`src/rtl/coproc_frame_ctrl.sv`:
```
// Byte-level frame sequencer between the UART byte streams and the coprocessor.
// Accepts a command byte followed by NIN payload bytes and packs the payload
// MSB-first into cp_din. It then pulses cp_din_valid and waits (bounded) for
// cp_dout_valid. The result is returned as NOUT bytes under tx ready/valid.
//
// Ports:
//   clk, rst            clock, asynchronous active-low reset
//   rx_byte, rx_valid   received byte stream (one-cycle strobes)
//   tx_byte, tx_valid,  transmit byte stream with backpressure
//   tx_ready
//   cp_din, cp_din_valid, cp_control   coprocessor request
//   cp_dout, cp_dout_valid             coprocessor response
//   busy                not IDLE
//   err_timeout         sticky, response never arrived
//   err_drop            sticky, an RX byte arrived while a frame was in flight
module coproc_frame_ctrl #(
    parameter int unsigned WIDTH_DIN  = 144,
    parameter int unsigned WIDTH_DOUT = 144,
    parameter int unsigned TIMEOUT    = 15
) (
    input  logic                  clk,
    input  logic                  rst,
    input  logic [7:0]            rx_byte,
    input  logic                  rx_valid,
    output logic [7:0]            tx_byte,
    output logic                  tx_valid,
    input  logic                  tx_ready,
    output logic [WIDTH_DIN-1:0]  cp_din,
    output logic                  cp_din_valid,
    output logic [5:0]            cp_control,
    input  logic [WIDTH_DOUT-1:0] cp_dout,
    input  logic                  cp_dout_valid,
    output logic                  busy,
    output logic                  err_timeout,
    output logic                  err_drop
);

    localparam int unsigned NIN   = WIDTH_DIN / 8;
    localparam int unsigned NOUT  = WIDTH_DOUT / 8;
    localparam int unsigned NMAX  = (NIN > NOUT) ? NIN : NOUT;
    localparam int unsigned CNT_W = $clog2(NMAX + 1);
    localparam int unsigned TMR_W = (TIMEOUT < 1) ? 1 : $clog2(TIMEOUT + 1);

    typedef enum logic [2:0] {
        IDLE  = 3'd0,
        LOAD  = 3'd1,
        ISSUE = 3'd2,
        WAIT  = 3'd3,
        SEND  = 3'd4
    } state_t;

    state_t                 state_q;
    state_t                 state_d;
    logic [CNT_W-1:0]       byte_cnt;
    logic [CNT_W-1:0]       out_cnt;
    logic [TMR_W-1:0]       timer;
    logic [WIDTH_DOUT-1:0]  tx_shift;

    logic rx_last_c;
    logic tx_fire_c;
    logic tx_last_c;
    logic timer_done_c;

    // Event decodes shared by next-state and datapath logic
    assign rx_last_c    = rx_valid && (byte_cnt == CNT_W'(NIN - 1));
    assign tx_fire_c    = tx_valid && tx_ready;
    assign tx_last_c    = tx_fire_c && (out_cnt == CNT_W'(NOUT - 1));
    assign timer_done_c = (timer == TMR_W'(TIMEOUT));

    // Outgoing byte is always the top byte of the response shift register
    assign tx_byte = tx_shift[WIDTH_DOUT-1 -: 8];

    // State register
    always_ff @(posedge clk or negedge rst) begin
        if (!rst) begin
            state_q <= IDLE;
        end else begin
            state_q <= state_d;
        end
    end

    // Next-state logic
    always_comb begin
        state_d = state_q;
        case (state_q)
            IDLE:    if (rx_valid) state_d = LOAD;
            LOAD:    if (rx_last_c) state_d = ISSUE;
            ISSUE:   state_d = WAIT;
            WAIT: begin
                if (cp_dout_valid) begin
                    state_d = SEND;
                end else if (timer_done_c) begin
                    state_d = IDLE;
                end
            end
            SEND:    if (tx_last_c) state_d = IDLE;
            default: state_d = IDLE;
        endcase
    end

    // Registered outputs and datapath; status strobes follow the next state
    // so they line up with the state they describe.
    always_ff @(posedge clk or negedge rst) begin
        if (!rst) begin
            cp_din       <= '0;
            cp_din_valid <= 1'b0;
            cp_control   <= '0;
            tx_valid     <= 1'b0;
            tx_shift     <= '0;
            busy         <= 1'b0;
            err_timeout  <= 1'b0;
            err_drop     <= 1'b0;
            byte_cnt     <= '0;
            out_cnt      <= '0;
            timer        <= '0;
        end else begin
            cp_din_valid <= (state_d == ISSUE);
            tx_valid     <= (state_d == SEND);
            busy         <= (state_d != IDLE);

            // A byte arriving while a frame is in flight is never a command
            if (rx_valid && (state_q == ISSUE || state_q == WAIT || state_q == SEND)) begin
                err_drop <= 1'b1;
            end

            case (state_q)
                IDLE: begin
                    if (rx_valid) begin
                        cp_control  <= rx_byte[5:0];
                        err_timeout <= 1'b0;
                        err_drop    <= 1'b0;
                        byte_cnt    <= '0;
                    end
                end
                LOAD: begin
                    if (rx_valid) begin
                        cp_din   <= (cp_din << 8) | WIDTH_DIN'(rx_byte);
                        byte_cnt <= byte_cnt + CNT_W'(1);
                    end
                end
                ISSUE: begin
                    timer <= '0;
                end
                WAIT: begin
                    if (cp_dout_valid) begin
                        tx_shift <= cp_dout;
                        out_cnt  <= '0;
                    end else if (timer_done_c) begin
                        err_timeout <= 1'b1;
                    end else begin
                        timer <= timer + TMR_W'(1);
                    end
                end
                SEND: begin
                    if (tx_fire_c) begin
                        tx_shift <= tx_shift << 8;
                        out_cnt  <= out_cnt + CNT_W'(1);
                    end
                end
                default: ;
            endcase
        end
    end

endmodule
```
`config.mk`:
```
export PLATFORM = sky130hd
export DESIGN_NAME = coproc_frame_ctrl
export DESIGN_NICKNAME = d
export VERILOG_FILES = /design/src/rtl/coproc_frame_ctrl.sv
export SDC_FILE = /design/constraint.sdc
export NUM_CORES = 1
export LEC_CHECK = 0
export CAP_MARGIN = 20
export CORE_UTILIZATION = 30
export DETAILED_ROUTE_END_ITERATION = 8
export PLACE_DENSITY = 0.54
export SLEW_MARGIN = 20
export SYNTH_ARGS = -nofsm -noshare
export SYNTH_HDL_FRONTEND = slang
export SYNTH_SLANG_ARGS = --single-unit
```
`constraint.sdc`:
```
create_clock -name clk -period 2.6 [get_ports clk]
set_clock_uncertainty 0.2 [all_clocks]
set_input_delay 0.78 -clock clk [delete_from_list [all_inputs] [get_ports clk]]
set_output_delay 0.78 -clock clk [all_outputs]
set_load 0.005 [all_outputs]
```
==> results.md <==
* Final WL at between 30000 and 40000 um
* Crit path from: cp_din[133]
* Crit-path cells: clkdlybuf4s50_1
* First-pass GRT wire length at roughly 60000 um
* Seq/Total Area, Yosys at 54.87%
* Clock root buffer: clkbuf_16
* First-pass DRT Iterations at 4
* Final hold violation count at 0
* Layout cells sized above 1 at a little over a quarter
* Num CTS Buffers at 38
* Final Instance Area at between 15000 and 20000 sq um
* Buffers on Ports at around 320
* Remaining DRCs at 0
* Min cycle time layout at 2494 ps
* Worst IR Drop VDD at 0.0004704 V
* Slew Limit Fails at 0
* Overall Power at slightly below 20 mW
* Fmax at between 400 and 500 MHz
* Leading cell type in the layout, fill and taps excluded: nand2_1
* CTS tree: yes
* Slowest cell on crit path: clkdlybuf4s50_1
* Final setup fails at 0
* Number of cells on the critical path at 1
* Crit path buffers/inverters at 1
* Clock tree buffer depth at 3
* Placer's final routability congestion estimate at around 0.76
* Ys async rst share at 100.0%
* Critical Path End: cp_din[133]
* Worst-Margin Slew at 575.5 ps
* Worst setup margin at 105.9 ps
* Number of global-route vias before repair at around 10000
* Register bit total from synthesis at about 320
* Min Hold Slack at approximately 280 ps
* Core Util, Final at 42.28%
* Syn-to-layout area delta at 37.75%
* Ports at 320
* Critical path class: flop to primary output
* PwrDens at slightly below 1000 nW/um^2
* Skew-Pair Late Insertion Delay at about 540 ps
* Netlist Area Pre-Place at ~14000 sq um
* R2R cell count at 4
* Final #Nets at between 1500 and 2000
* Pleak at ~9.3 nW
* Area of the core at 46950 sq um
* Dpl cell area at 18660 sq um
* Distinct cells, synth at 42
* Worst path top cell family by delay: buffers and inverters
* Clock H-tree levels at 2
* Comb pwr share at between 30% and 40%
* Post-CTS setup buffers at 0
* Chip height at 221.2 um
* Placement Setup Slack at -173.3 ps
* Avg Cell Area, Syn at roughly 12 sq um
* Worst min path class: flop to flop
* Largest stage delay, worst path at between 500 and 600 ps
* Worst r2r src: state_q[1]
* Final ANT Viol Nets at 0
* Max-cap violations at 0
* Die Width at around 220 um
* Die ar. at 48920 sq um
* Grt total ovfl at 0
* Switching pwr at 5.745 mW
* RR Endpoint: tx_shift[53]
* RSZ-0062 raised after global routing: no
* DR vias/cell at between 4 and 5
* Sequential power share at a little over two fifths
* Slew HR at between 60% and 70%
* Initial core utilization at between 30% and 40%
* Commonest non-fill, non-tap cells in the layout: nand2_1, clkdlybuf4s50_1, dfrtp_1, mux2_2, mux2_4
* Post-synthesis net count at roughly 1400
* CP arrival at about 1500 ps
* DR vias at approximately 9700
* Starting DRT DRC Count at 564
* Initial antenna violation count at 2
* Filler instances at 4424
* EDFF count, synth at 0
* Worst Setup Start Kind: flop
* Reg2reg setup slack at around 420 ps
* YS warnings at 0
* Mapped Cells at around 1200
* Top FF cell, synth: dfrtp_1
* Routed WL per cell at roughly 17 um
* GRT Util Overall at between 15 and 20%
* Clk network pwr share at a little over a quarter
* Status: completed
* Final HPWL DP at approximately 27000 um
* CP Data Required Time at roughly 1600 ps
* Worst-path maximum fanout at 3
* Pin count of the biggest net entering global routing at 129
* Clock tree sinks at about 320
* CP Capture Type: primary output
* Post-route clock period utilization at about 96%
* Switching share of power at ~30%
* Int Pwr at 13.60 mW
* Row count at between 70 and 80
* Clk slew on worst S/H paths at about 60 ps
==> sequential cells by signal, indices dropped and copies added, names as in the netlist <==
register,count
out_cnt,5
tx_shift,144
byte_cnt,5
cp_din_valid,1
err_drop,1
state_q,3
err_timeout,1
timer,4
cp_control,6
busy,1
tx_valid,1
cp_din,144
==> final cells by class <==
type	instances	area (sq um)	share of cell area [%]
inverters	5	18.77	0.09454
flip-flops and latches	316	7909	39.84
clock buffers	52	1085	5.465
clock inverters	11	90.09	0.4538
repair buffers	389	4064	20.47
multi-input cells	806	5921	29.82
diodes	2	5.005	0.02521
well taps	607	759.5	3.826
==> synth_stat cells, types with 3 or more instances <==
| library cell | n | area [sq um] |
|---|---|---|
| a21oi_1 | 8 | 40.04 |
| a22o_1 | 8 | 70.07 |
| a31oi_1 | 3 | 18.77 |
| buf_12 | 14 | 280.3 |
| buf_2 | 29 | 145.1 |
| buf_4 | 9 | 67.56 |
| clkbuf_1 | 23 | 86.33 |
| dfrtp_1 | 316 | 7908 |
| ha_1 | 5 | 62.56 |
| inv_1 | 5 | 18.77 |
| mux2_2 | 158 | 1779 |
| mux2_4 | 120 | 1802 |
| mux2i_1 | 5 | 50.05 |
| nand2_1 | 445 | 1670 |
| nand3_1 | 8 | 40.04 |
| nand4_1 | 6 | 37.54 |
| nor2_1 | 3 | 11.26 |
| o21ai_0 | 5 | 25.02 |
| o31ai_1 | 3 | 22.52 |
==> worst min-delay path by stage <==
stage	from	end	slack, ps	cells past startpoint
after floorplan	byte_cnt[4]	byte_cnt[4]	250	1
after global routing	cp_din[137]	cp_din[137]	310	2
after global placement	byte_cnt[4]	byte_cnt[4]	260	1
final	cp_din[140]	cp_din[140]	280	2
after detailed placement	cp_din[142]	cp_din[142]	260	2
after CTS	cp_din[140]	cp_din[140]	280	2
==> repair_timing <==
action,4_1_cts,5_1_grt
hold endpoints to repair,34,0
resized for setup,0,1
setup endpoints to repair,0,1
hold buffers,1,0
==> through the flow <==
stage	TNS [ps]	instances
after global placement	-11500	2122
after detailed placement	-11950	2122
after CTS	0	2186
final	0	2188
after floorplan	0	1204
after global routing	0	2187
==> logic make-up (layout without fill, tap and decap cells) <==
kind of cell	count (synthesis)	count (layout)	synth area share (%)
AND/OR/NAND/NOR	482	482	13.37
flip-flops	316	316	54.87
multiplexers	283	283	25.20
buffers and inverters	82	457	4.306
AO/OA/AOI/OAI	36	36	1.823
adder cells (fa/ha/maj)	5	5	0.4341
other	0	2	0
==> routing by layer <==
layer  routed length, um  track usage, %  up-vias
met5                   0               0        -
met4                1041           5.752        0
met3                1726           3.081       54
met2               18220           25.48      200
met1               16860           20.24     4735
li1                    -               -     4712
==> tightest hold or removal path, cell delays in order, from the launching register on <==
cell and delay [ps]:
dfrtp_1 340, nand2_1 50, nand2_1 60
==> power by group through the flow <==
stage / logic (mW) / registers [mW] / clock network, mW
finish: 6.19 / 8.10 / 5.05
global route: 6.77 / 8.36 / 5.43
CTS: 6.32 / 8.13 / 5.26
detailed placement: 6.29 / 8.17 / 0
global placement: 6.20 / 8.16 / 0
floorplan: 2.89 / 7.87 / 0
Note: power is estimated with default switching activity, not from simulation.
